$ cat src/rtl/serial_addsub_if.sv
// Request/response bundle for serial_addsub; ovf is present only when
// SERIAL_ADDSUB_OVF_EN is defined.
interface serial_addsub_if #(
  parameter int unsigned WIDTH = 32
);
  logic             start;
  logic [WIDTH-1:0] a;
  logic [WIDTH-1:0] b;
  logic             sub;
  logic             busy;
  logic             done;
  logic [WIDTH-1:0] result;
  logic             cout;
`ifdef SERIAL_ADDSUB_OVF_EN
  logic             ovf;

  modport master (output start, a, b, sub, input busy, done, result, cout, ovf);
  modport slave  (input start, a, b, sub, output busy, done, result, cout, ovf);
`else
  modport master (output start, a, b, sub, input busy, done, result, cout);
  modport slave  (input start, a, b, sub, output busy, done, result, cout);
`endif
endinterface

$ cat src/rtl/serial_addsub.sv
// Bit-serial adder/subtractor: one result bit per clock, LSB first, WIDTH cycles per op.
// Optional signed-overflow output enabled by defining SERIAL_ADDSUB_OVF_EN.
module serial_addsub #(
  parameter int unsigned WIDTH = 32
) (
  input logic           clk,
  input logic           rst_n,
  serial_addsub_if.slave bus
);
  localparam int unsigned CntW = (WIDTH > 2) ? $clog2(WIDTH) : 1;

  typedef enum logic [1:0] {StIdle, StRun, StDone} state_e;

  state_e           state_q, state_d;
  logic [WIDTH-1:0] op_a_q, op_a_d, op_b_q, op_b_d;
  logic [WIDTH-1:0] part_q, part_d, result_q, result_d;
  logic [CntW-1:0]  cnt_q, cnt_d;
  logic             carry_q, carry_d, cout_q, cout_d;
  logic             accept, last_bit, sum_bit, carry_nxt;

  assign accept    = bus.start && ((state_q == StIdle) || (state_q == StDone));
  assign last_bit  = (state_q == StRun) && (cnt_q == CntW'(WIDTH - 1));
  assign sum_bit   = op_a_q[0] ^ op_b_q[0] ^ carry_q;
  assign carry_nxt = (op_a_q[0] & op_b_q[0]) | (carry_q & (op_a_q[0] ^ op_b_q[0]));

  always_ff @(posedge clk or negedge rst_n) begin
    if (!rst_n) state_q <= StIdle;
    else        state_q <= state_d;
  end

  always_comb begin
    state_d = state_q;
    unique case (state_q)
      StIdle:  if (accept) state_d = StRun;
      StRun:   if (last_bit) state_d = StDone;
      StDone:  state_d = accept ? StRun : StIdle;
      default: state_d = StIdle;
    endcase
  end

  always_comb begin
    bus.busy = 1'b0;
    bus.done = 1'b0;
    unique case (state_q)
      StRun:   bus.busy = 1'b1;
      StDone:  bus.done = 1'b1;
      default: ;
    endcase
  end

`ifdef SERIAL_ADDSUB_OVF_EN
  logic ovf_q, ovf_d;
  assign bus.ovf = ovf_q;
`endif

  // Subtraction is a + ~b + 1: invert b on load and seed the carry with sub.
  always_comb begin
    op_a_d   = op_a_q;
    op_b_d   = op_b_q;
    part_d   = part_q;
    cnt_d    = cnt_q;
    carry_d  = carry_q;
    result_d = result_q;
    cout_d   = cout_q;
`ifdef SERIAL_ADDSUB_OVF_EN
    ovf_d    = ovf_q;
`endif
    if (accept) begin
      op_a_d  = bus.a;
      op_b_d  = bus.b ^ {WIDTH{bus.sub}};
      part_d  = '0;
      cnt_d   = '0;
      carry_d = bus.sub;
    end else if (state_q == StRun) begin
      op_a_d  = op_a_q >> 1;
      op_b_d  = op_b_q >> 1;
      part_d  = {sum_bit, part_q[WIDTH-1:1]};
      cnt_d   = cnt_q + CntW'(1);
      carry_d = carry_nxt;
      if (last_bit) begin
        result_d = {sum_bit, part_q[WIDTH-1:1]};
        cout_d   = carry_nxt;
`ifdef SERIAL_ADDSUB_OVF_EN
        ovf_d    = carry_q ^ carry_nxt;
`endif
      end
    end
  end

  always_ff @(posedge clk or negedge rst_n) begin
    if (!rst_n) begin
      op_a_q   <= '0;
      op_b_q   <= '0;
      part_q   <= '0;
      cnt_q    <= '0;
      carry_q  <= 1'b0;
      result_q <= '0;
      cout_q   <= 1'b0;
`ifdef SERIAL_ADDSUB_OVF_EN
      ovf_q    <= 1'b0;
`endif
    end else begin
      op_a_q   <= op_a_d;
      op_b_q   <= op_b_d;
      part_q   <= part_d;
      cnt_q    <= cnt_d;
      carry_q  <= carry_d;
      result_q <= result_d;
      cout_q   <= cout_d;
`ifdef SERIAL_ADDSUB_OVF_EN
      ovf_q    <= ovf_d;
`endif
    end
  end

  assign bus.result = result_q;
  assign bus.cout   = cout_q;
endmodule

$ cat src/flat_wrapper.sv
// flat-port wrapper written by rule: the top's interface ports become plain ports
module serial_addsub_flat 
#(
  parameter int unsigned WIDTH = 32
)
  (clk, rst_n, bus_start, bus_a, bus_b, bus_sub, bus_busy, bus_done, bus_result, bus_cout);
  serial_addsub_if #(.WIDTH(WIDTH)) bus_i ();
  input logic clk;
  input logic rst_n;
  input wire logic [$bits(bus_i.start)-1:0] bus_start;
  input wire logic [$bits(bus_i.a)-1:0] bus_a;
  input wire logic [$bits(bus_i.b)-1:0] bus_b;
  input wire logic [$bits(bus_i.sub)-1:0] bus_sub;
  output wire logic [$bits(bus_i.busy)-1:0] bus_busy;
  output wire logic [$bits(bus_i.done)-1:0] bus_done;
  output wire logic [$bits(bus_i.result)-1:0] bus_result;
  output wire logic [$bits(bus_i.cout)-1:0] bus_cout;
  assign bus_i.start = bus_start;
  assign bus_i.a = bus_a;
  assign bus_i.b = bus_b;
  assign bus_i.sub = bus_sub;
  assign bus_busy = bus_i.busy;
  assign bus_done = bus_i.done;
  assign bus_result = bus_i.result;
  assign bus_cout = bus_i.cout;
  serial_addsub #(.WIDTH(WIDTH)) u_core (.clk(clk), .rst_n(rst_n), .bus(bus_i));
endmodule
$ cat config.mk
export PLATFORM = sky130hd
export DESIGN_NAME = serial_addsub_flat
export DESIGN_NICKNAME = d
export VERILOG_FILES = /design/src/rtl/serial_addsub_if.sv /design/src/rtl/serial_addsub.sv /design/src/flat_wrapper.sv
export SDC_FILE = /design/constraint.sdc
export NUM_CORES = 1
export LEC_CHECK = 0
export CAP_MARGIN = 25
export CORE_MARGIN = 1
export CORE_UTILIZATION = 55
export CTS_BUF_LIST = sky130_fd_sc_hd__clkbuf_4
export DETAILED_ROUTE_END_ITERATION = 12
export PLACE_DENSITY_LB_ADDON = 0.05
export SLEW_MARGIN = 20
export SYNTH_ARGS = -nofsm -noshare
export SYNTH_HDL_FRONTEND = slang
export SYNTH_SLANG_ARGS = --single-unit
$ cat constraint.sdc
create_clock -name clk -period 2.4 [get_ports clk]
set_input_delay 0.24 -clock clk [delete_from_list [all_inputs] [get_ports clk]]
set_output_delay 0.24 -clock clk [all_outputs]
set_load 0.05 [all_outputs]
======== Word-level counts from Yosys, hierarchy flattened ========
Cells that the tools add are included.
word-level totals
  bits in registers ....................... 137
cells by class
  bitwise operators ....................... 7
  reduce and logical (&&, ||, !) cells .... 7
  equal/unequal tests ..................... 5
  mux-type cells .......................... 16
  add/sub/neg operators ................... 1
operators with widths
  kind                   count
  $mux W32               6
  $xor A32 B32 Y32       1
  $mux W5                2
  $pmux W2 S3            1
  $add A5 B1 Y5 const B  1
  $eq A5 B5 Y1 const B   1
  $mux W1                5
  $mux W2                2
  $ne A2 B1 Y1 const B   2
  $reduce_and A3 Y1      1
  $and A1 B1 Y1          2
  $eq A2 B1 Y1 const B   1
  $eq A2 B2 Y1 const B   1
  $logic_and A1 B1 Y1    2
  $logic_not A2 Y1       1
  $reduce_and A2 Y1      1
  $reduce_bool A2 Y1     1
  $xor A1 B1 Y1          2
  $logic_or A1 B1 Y1     1
  $not A1 Y1             1
  $or A1 B1 Y1           1

======== Depth between registers and ports, before layout ========
Gate-level depths: netlist of the first run.
  depth in word-level cells ............... 5
  depth in mapped cells ................... 7

======== Least setup slack after synthesis of the first run ========
OpenSTA, ideal clock, no wires.
  kind .................................... register -> register
  start point ............................. register u_core.cnt_q[0]
  end point ............................... register u_core.cout_q (netlist: u_core.bus.cout)
  cell stages (with the launch flop) ...... 7
  data arrival time ....................... 1.558 ns
  data required time ...................... 2.275 ns
  setup time .............................. 0.125 ns
  setup slack ............................. 0.717 ns
  cell sequence ........................... dfrtp_1 > ha_1 > and3_1 > ha_1 > nand2_4 > buf_6 > mux2_4
on the way
  word-level cells in the longest chain between the ends .. 3
ends and longest elaborated chain
  element                      RTL line              RTL
  from (decl)                  serial_addsub.sv:17   logic [CntW-1:0] cnt_q, cnt_d;
  from (signal assigned)       serial_addsub.sv:106  cnt_q <= cnt_d;
  $eq A5 B5 Y1                 serial_addsub.sv:22   assign last_bit = (state_q == StRun) && (cnt_q == CntW'(WIDTH - 1));
  $logic_and A1 B1 Y1          serial_addsub.sv:22
  $reduce_and A3 Y1 (no line)  n/a
  to (signal assigned)         serial_addsub.sv:109  cout_q <= cout_d;
  to (decl)                    serial_addsub.sv:18   logic carry_q, carry_d, cout_q, cout_d;
No other way between the ends.
A chain may end at the register's enable or synchronous reset.

======== Worst setup path after layout of the first run ========
  start point ............................. register u_core.state_q[0]
  end point ............................... output port bus_done
on the way
  word-level cells in the longest chain between the ends .. 2
ends and longest elaborated chain
  element                 RTL line             RTL
  from (decl)             serial_addsub.sv:14  state_e state_q, state_d;
  from (signal assigned)  serial_addsub.sv:27  if (!rst_n) state_q <= StIdle;
  from (signal assigned)  serial_addsub.sv:28  else state_q <= state_d;
  $eq A2 B2 Y1            serial_addsub.sv:44  unique case (state_q)
  $mux W1                 serial_addsub.sv:44
  to (decl)               flat_wrapper.sv:15   output wire logic [$bits(bus_i.done)-1:0] bus_done;
No other way between the ends.

==> results of run 1 <==
layer usage:
metal  vias up  track usage [%]
met1      2013             30.7
met4         0             7.74
met2       110             33.4
met5         -                0
li1       2013                -
met3        14             5.64
per-stage QoR:
stage,total power [mW],setup WS [ns],hold slack [ns],util (%),instance area (sq um)
floorplan,6.02,0.717,-0.0556,-,5940
global placement,6.82,0.318,0.267,67.7,7050
detailed placement,6.96,0.267,0.274,67.7,7050
CTS,8.50,0.162,0.246,70.5,7350
global route,8.97,0.103,0.255,70.5,7350
finish,8.43,0.211,0.279,70.5,7350
registers in the layout (all words and copies together) (netlist names):
name,count
u_core.bus.result,32
u_core.op_a_q,32
u_core.op_b_q,32
u_core.part_q,31
u_core.cnt_q,5
u_core.state_q,2
u_core.bus.cout,1
u_core.carry_q,1
worst paths after layout:
| kind | end | slack, ns | cells after the start |
|---|---|---|---|
| hold reg to reg | u_core.cnt_q[3] | 0.48 | 1 |
| hold / removal | u_core.bus.result[8] | 0.28 | 2 |
| min in group clk | u_core.op_a_q[12] | 0.30 | 3 |
| max in group asynchronous | u_core.part_q[26] | 1.40 | 3 |
| setup reg to reg | u_core.bus.result[26] | 0.39 | 6 |
| setup / recovery | bus_done | 0.21 | 2 |
kinds of logic (layout without fill, tap and decap cells):
| kind of cell | count (synthesis) | after routing | synth area share [%] |
|---|---|---|---|
| adder cells (fa/ha/maj) | 3 | 3 | 0.758 |
| AND/OR/NAND/NOR | 183 | 183 | 12.2 |
| AO/OA/AOI/OAI | 100 | 100 | 12.5 |
| multiplexers | 34 | 34 | 8.26 |
| flip-flops | 136 | 136 | 57.3 |
| XOR/XNOR | 33 | 33 | 4.87 |
| buffers and inverters | 43 | 145 | 4.07 |
what timing repair did:
action	CTS	global route
gates resized for setup	0	0
hold endpoints to repair	64	0
hold buffers	1	0
area by class of cell:
| type | count | area share (%) |
|---|---|---|
| tap | 136 | 2.32 |
| sequential | 136 | 46.3 |
| inverter | 2 | 0.170 |
| multi-input combinational | 353 | 31.3 |
| timing repair buffer | 112 | 15.9 |
| clock buffer | 18 | 1.84 |
| clock inverter | 13 | 2.13 |
layout by cell type, fill, tap and decap left out, types with 3 or more instances in the layout:
master                            count
sky130_fd_sc_hd__a221o_1              8
sky130_fd_sc_hd__bufinv_16            3
sky130_fd_sc_hd__clkbuf_4            18
sky130_fd_sc_hd__clkdlybuf4s50_1     99
sky130_fd_sc_hd__nand2_1            109
sky130_fd_sc_hd__a22o_1              35
sky130_fd_sc_hd__buf_4                4
sky130_fd_sc_hd__mux2_4              29
sky130_fd_sc_hd__mux2_2               4
sky130_fd_sc_hd__clkinv_2             3
sky130_fd_sc_hd__clkinvlp_4           4
sky130_fd_sc_hd__buf_12               6
sky130_fd_sc_hd__xor2_1              25
sky130_fd_sc_hd__nand3_1              3
sky130_fd_sc_hd__a31oi_1             53
sky130_fd_sc_hd__dfrtp_1            136
sky130_fd_sc_hd__xnor2_1              8
sky130_fd_sc_hd__nor2_1              62
where the power goes:
| part | total [mW] | internal, mW | switching, mW |
|---|---|---|---|
| clock | 1.52 | 0.721 | 0.799 |
| combinational | 3.04 | 1.39 | 1.65 |
| sequential | 3.86 | 3.24 | 0.622 |
==> reports/summary.log, run 1 <==
INFO  status         run_status=finished clean
INFO  clocking       cts_tree=built
INFO  synth          netlist_top_cells_area=sky130_fd_sc_hd__dfrtp_1, sky130_fd_sc_hd__mux2_4, sky130_fd_sc_hd__nand2_1
INFO  power_and_ir_drop p_per_area=1150nW/um^2
INFO  synth          synth_top_flop_cell=sky130_fd_sc_hd__dfrtp_1
INFO  synth          synth_top_cell_area_share=57.3%
INFO  floorplan      die_area=11200squm
INFO  placement      detailedPlacementHpwl=7250um
INFO  route          dr_wl_met3=446um
INFO  cells_and_area seqCellArea=3400squm
INFO  cells_and_area post_route_non_filler_standard_cell_count=770
INFO  power_and_ir_drop worst_vdd_rail_ir_drop=750uV
INFO  synth          part_of_the_yosys_area_used_for_sequential_elements=57.3%
INFO  cells_and_area multi_input_area=2300squm
INFO  route          detailedRoute.firstIterationViolations=212
INFO  sta            slew_margin_rel=37.3%
INFO  synth          netlist_instances=532
INFO  sta            achievable_clock_frequency=457MHz
INFO  cells_and_area area_growth_syn_to_layout=23.7%
INFO  synth          synth_common_cells=sky130_fd_sc_hd__dfrtp_1, sky130_fd_sc_hd__nand2_1, sky130_fd_sc_hd__nor2_1, sky130_fd_sc_hd__a31oi_1, sky130_fd_sc_hd__a22o_1
INFO  worst_setup_path path_cells=nor2b_1 > clkdlybuf4s50_1
INFO  worst_setup_path timing.setup.critical_path_class=reg2out
INFO  route          avgViaCountPerCell=5.39
INFO  cells_and_area n_antenna_cell=0
INFO  cells_and_area layout_fillers=777
INFO  worst_setup_path slowest_stage=sky130_fd_sc_hd__clkdlybuf4s50_1
INFO  hold_path      hold_path.class=in2async
INFO  sta            setup_total_negative_slack=0ns
INFO  global_routing grt_max_degree=82
INFO  synth          mappedNetlistNets=603
INFO  sta            max_slew.worst_pin.slew=0.939ns
INFO  clocking       cts.repair_timing.setup_buffer_count=0
INFO  route          drcViolationCount=0
INFO  floorplan      floorplan.io_pins=103
INFO  route          finalWirelength=11400um
INFO  sta            finalClockSkew=0.0185ns
INFO  worst_setup_path critical_path.n_buffers_inverters=1
INFO  global_routing grt_first_pass_wirelength=19200um
INFO  clocking       worst_skew_pair.late_latency=0.51ns
INFO  worst_setup_path critical-path-max-stage-delay=0.83ns
INFO  worst_setup_path critPathArrivalTime=1.95ns
INFO  synth          synth.cell_area=5940squm
INFO  route          highest-signal-layer=met4
INFO  worst_setup_path setup.worst_path.end_class=output port
INFO  global_routing grt_antenna_before_repair=0
INFO  floorplan      rows=37
INFO  job            max_cap_violations=0
INFO  synth          synth_enable_flop_cells=0
INFO  route          vias_after_detailed_routing=4150
INFO  sta            timing.final.hold_violations=0
INFO  worst_setup_path startpoint_of_the_most_critical_setup_path=u_core.state_q[0]
INFO  placement      numPlacedInstances=738
INFO  worst_setup_path regToRegStartpoint=u_core.cnt_q[0]
INFO  clocking       cts_buffer_depth=2
INFO  synth          synth_async_sr_flop_share=100%
INFO  floorplan      floorplan.core_area=10400squm
INFO  clocking       clkTransAtPathRegs=0.12ns
INFO  sta            minimum_clock_period=2.19ns
INFO  sta            final-max-slew-violation-count=0
INFO  route          drt.antenna.violating_nets=0
INFO  sta            timing.final.crit_share=91.2%
INFO  clocking       tritoncts_num_sinks=136
INFO  synth          post_synth.cell_area_avg=11.2squm
INFO  sta            grt_setup_unrepaired=no
INFO  clocking       number_of_buffers_created_by_cts=17
INFO  clocking       clockRootBuffer=sky130_fd_sc_hd__clkbuf_4
INFO  worst_setup_path timing.critical_path.required=2.16ns
INFO  route          routedLengthMet1=5550um
INFO  synth          synth.ff_latch_count=136
INFO  sta            finalSetupViolCount=0
INFO  route          routed-wl-met2=5300um
INFO  synth          synth.lib_cells_used.distinct=31
INFO  worst_setup_path timing.critical_path.fanout_max=5
INFO  synth          yosys_warnings=0
INFO  synth          synth_most_common_cell=sky130_fd_sc_hd__dfrtp_1
INFO  floorplan      die_w=106um
INFO  route          drt-pass1-iter-count=8
INFO  global_routing grt_overflow_total=0
INFO  global_routing grt_util_all_layers=22.0%
INFO  cells_and_area nets=693
INFO  placement      globalplace.congestion=0.728
INFO  synth          synth_largest_area_cell=sky130_fd_sc_hd__dfrtp_1
INFO  floorplan      start_util=57.0%
INFO  floorplan      die_y=106um
INFO  worst_setup_path crit_path_start_kind=flip-flop
INFO  power_and_ir_drop static_leakage=3.42nW
INFO  worst_setup_path critical-path-top-delay-family=buffers and inverters
INFO  cells_and_area layout-drive-gt1-share=12.6%
INFO  clocking       h-tree-depth=4
INFO  route          detail_route.wl_per_cell=14.9um
INFO  global_routing grt_pass1_vias=3897
INFO  placement      port_buffers=102
Power figures use the tool's default switching activity.
==> inputs of run 2 (changes only) <==
- CORE_MARGIN: 1 -> 2
- HOLD_SLACK_MARGIN: default -> 0.08
==> run 2 against run 1 <==
Compared with the run above:
- die area is 3.8% higher
- first-iteration DRC count increased by 42%
- non-clock buffer count grew 4
==> reports/summary.log, run 2 (synthesis results as in run 1) <==
INFO  cells_and_area area_growth_syn_to_layout=23.8% [about the same]
INFO  route          vias_after_detailed_routing=4213 [+1.5%]
INFO  route          detail_route.wl_per_cell=15.0um [+0.77%]
INFO  floorplan      die_area=11600squm [+3.8%]
INFO  clocking       cts_tree=built
INFO  placement      port_buffers=102 [unchanged]
INFO  sta            timing.final.hold_violations=0 [unchanged]
INFO  cells_and_area layout-drive-gt1-share=13.3% [+0.70 points]
INFO  worst_setup_path worst_reg2reg_setup_slack=0.44ns [+0.05 ns]
INFO  route          detailedRoute.firstIterationViolations=301 [+42%]
INFO  worst_setup_path setup.worst_path.end_class=output port
INFO  power_and_ir_drop p_per_area=1150nW/um^2 [+0.30%]
INFO  clocking       cts_hold_buf=1 [unchanged]
INFO  placement      numPlacedInstances=742 [+0.54%]
INFO  clocking       tritoncts_num_sinks=136 [unchanged]
INFO  cells_and_area n_antenna_cell=0 [unchanged]
INFO  cells_and_area multi_input_area=2300squm [unchanged]
INFO  hold_path      hold_path.class=in2reg
INFO  clocking       cts_buffer_depth=2 [unchanged]
INFO  job            max_cap_violations=0 [unchanged]
INFO  clocking       worst_skew_pair.late_latency=0.52ns [about the same]
INFO  worst_setup_path crit_path_start_kind=flip-flop
INFO  worst_setup_path slowest_stage=sky130_fd_sc_hd__clkdlybuf4s50_1
INFO  sta            grt_setup_unrepaired=no
INFO  global_routing grt_overflow_total=0 [unchanged]
INFO  worst_setup_path critPathArrivalTime=2.02ns [+0.07 ns]
INFO  route          avgViaCountPerCell=5.44 [+0.99%]
INFO  cells_and_area post_route_non_filler_standard_cell_count=774 [+0.52%]
INFO  route          drt-pass1-iter-count=4 [-4]
INFO  global_routing grt_antenna_before_repair=0 [unchanged]
INFO  clocking       h-tree-depth=4 [unchanged]
INFO  floorplan      rows=37 [unchanged]
INFO  worst_setup_path timing.critical_path.required=2.16ns [about the same]
INFO  sta            finalSetupViolCount=0 [unchanged]
INFO  worst_setup_path timing.setup.critical_path_class=reg2out
INFO  sta            slew_margin_rel=50.5% [+13 points]
INFO  route          finalWirelength=11600um [+1.3%]
INFO  clocking       cts.repair_timing.setup_buffer_count=0 [unchanged]
INFO  sta            final-max-slew-violation-count=0 [unchanged]
INFO  sta            minimum_clock_period=2.26ns [+0.0721 ns]
INFO  cells_and_area layout_fillers=778 [+0.13%]
INFO  clocking       clockRootBuffer=sky130_fd_sc_hd__clkbuf_4
INFO  global_routing grt_pass1_vias=3995 [+2.5%]
INFO  global_routing grt_util_all_layers=20.8% [-1.2 points]
INFO  cells_and_area nets=697 [+0.58%]
INFO  worst_setup_path timing.critical_path.fanout_max=5 [unchanged]
INFO  placement      detailedPlacementHpwl=7590um [+4.8%]
INFO  power_and_ir_drop static_leakage=3.43nW [+0.14%]
INFO  global_routing grt_max_degree=84 [+2.4%]
INFO  clocking       number_of_buffers_created_by_cts=17 [unchanged]
INFO  route          drt.antenna.violating_nets=0 [unchanged]
INFO  status         run_status=finished clean
INFO  worst_setup_path path_cells=nor2b_1 > clkdlybuf4s50_1
INFO  cells_and_area seqCellArea=3400squm [unchanged]
INFO  sta            setup_total_negative_slack=0ns [unchanged]
INFO  global_routing grt_first_pass_wirelength=19200um [-0.15%]
INFO  floorplan      die_w=108um [+1.9%]
INFO  sta            timing.final.crit_share=94.2% [+3.0 points]
INFO  clocking       cts-resized-gates=0 [unchanged]
INFO  floorplan      floorplan.io_pins=103 [unchanged]
INFO  sta            achievable_clock_frequency=442MHz [-3.2%]
INFO  floorplan      die_y=108um [+1.9%]
INFO  floorplan      floorplan.core_area=10400squm [unchanged]
INFO  sta            max_slew.worst_pin.slew=0.742ns [-0.197 ns]
INFO  power_and_ir_drop worst_vdd_rail_ir_drop=576uV [-23%]
INFO  route          drcViolationCount=0 [unchanged]
INFO  sta            finalClockSkew=0.0319ns [+0.0135 ns]
INFO  placement      globalplace.congestion=0.789 [+8.3%]
INFO  cells_and_area mostFrequentLayoutCell=sky130_fd_sc_hd__dfrtp_1
INFO  clocking       clkTransAtPathRegs=0.14ns [+0.02 ns]
INFO  cells_and_area layout_common_cells=sky130_fd_sc_hd__dfrtp_1, sky130_fd_sc_hd__nand2_1, sky130_fd_sc_hd__clkdlybuf4s50_1
INFO  worst_setup_path critical-path-max-stage-delay=0.85ns [+0.02 ns]
INFO  floorplan      start_util=57.0% [unchanged]
-- run 2: changes by cell type in the layout (fill, tap and decap cells not counted), moves of 2 or more --
cell / delta
sky130_fd_sc_hd__buf_4: +6
sky130_fd_sc_hd__clkinv_2: -3
sky130_fd_sc_hd__buf_12: -2
sky130_fd_sc_hd__inv_6: +6
-- run 2: final cells by class --
class	instances	area share (%)
Multi-Input combinational cell	353	31.3
Clock buffer	17	1.74
Sequential cell	136	46.3
Inverter	2	0.170
Timing Repair Buffer	116	15.9
Clock inverter	14	2.21
Tap cell	136	2.31
-- run 2: critical path, delay by kind of cell, from the launching register on --
kind,cells,cell delay [ns]
simple gates,1,0.19
buf+inv,1,0.85
flops,1,0.48
-- run 2: path summary, 6_finish.rpt --
kind | from | end | cells past startpoint
worst max-delay path | u_core.state_q[0] | bus_done | 2
worst min-delay path | bus_a[4] | u_core.op_a_q[4] | 3
worst max register to register | u_core.cnt_q[0] | u_core.bus.result[17] | 6
worst min register to register | u_core.cnt_q[3] | u_core.cnt_q[3] | 1
max in group asynchronous | rst_n | u_core.op_b_q[7] | 3
min in group asynchronous | rst_n | u_core.bus.result[10] | 2
-- run 2: per-layer routing --
metal | GRT usage [%] | vias to the layer above | share of wire (%) | wire length, um
li1 | - | 2016 | - | -
met1 | 30.0 | 2072 | 46 | 5310
met2 | 32.4 | 118 | 49 | 5660
met3 | 4.00 | 7 | 4.7 | 548
met4 | 6.14 | 0 | 0.60 | 70
met5 | 0 | - | 0 | 0
-- run 2: power breakdown --
part	internal, mW	total [mW]	switching, mW
combinational	1.40	3.07	1.67
sequential	3.24	3.85	0.614
clock	0.640	1.54	0.897
total	5.28	8.46	3.18
-- run 2: per-stage QoR --
| step | power, mW | hold WS [ns] | setup WS [ns] | area, sq um | utilization [%] |
|---|---|---|---|---|---|
| 6_report | 8.46 | 0.284 | 0.139 | 7350 | 70.6 |
| 5_1_grt | 9.01 | 0.260 | 0.0638 | 7350 | 70.6 |
| 4_1_cts | 8.52 | 0.250 | 0.120 | 7350 | 70.6 |
| 3_5_place_dp | 6.98 | 0.319 | 0.432 | 7050 | 67.7 |
| 3_3_place_gp | 6.84 | 0.322 | 0.488 | 7050 | 67.7 |
| 2_1_floorplan | 6.02 | -0.0556 | 0.717 | 5940 | - |
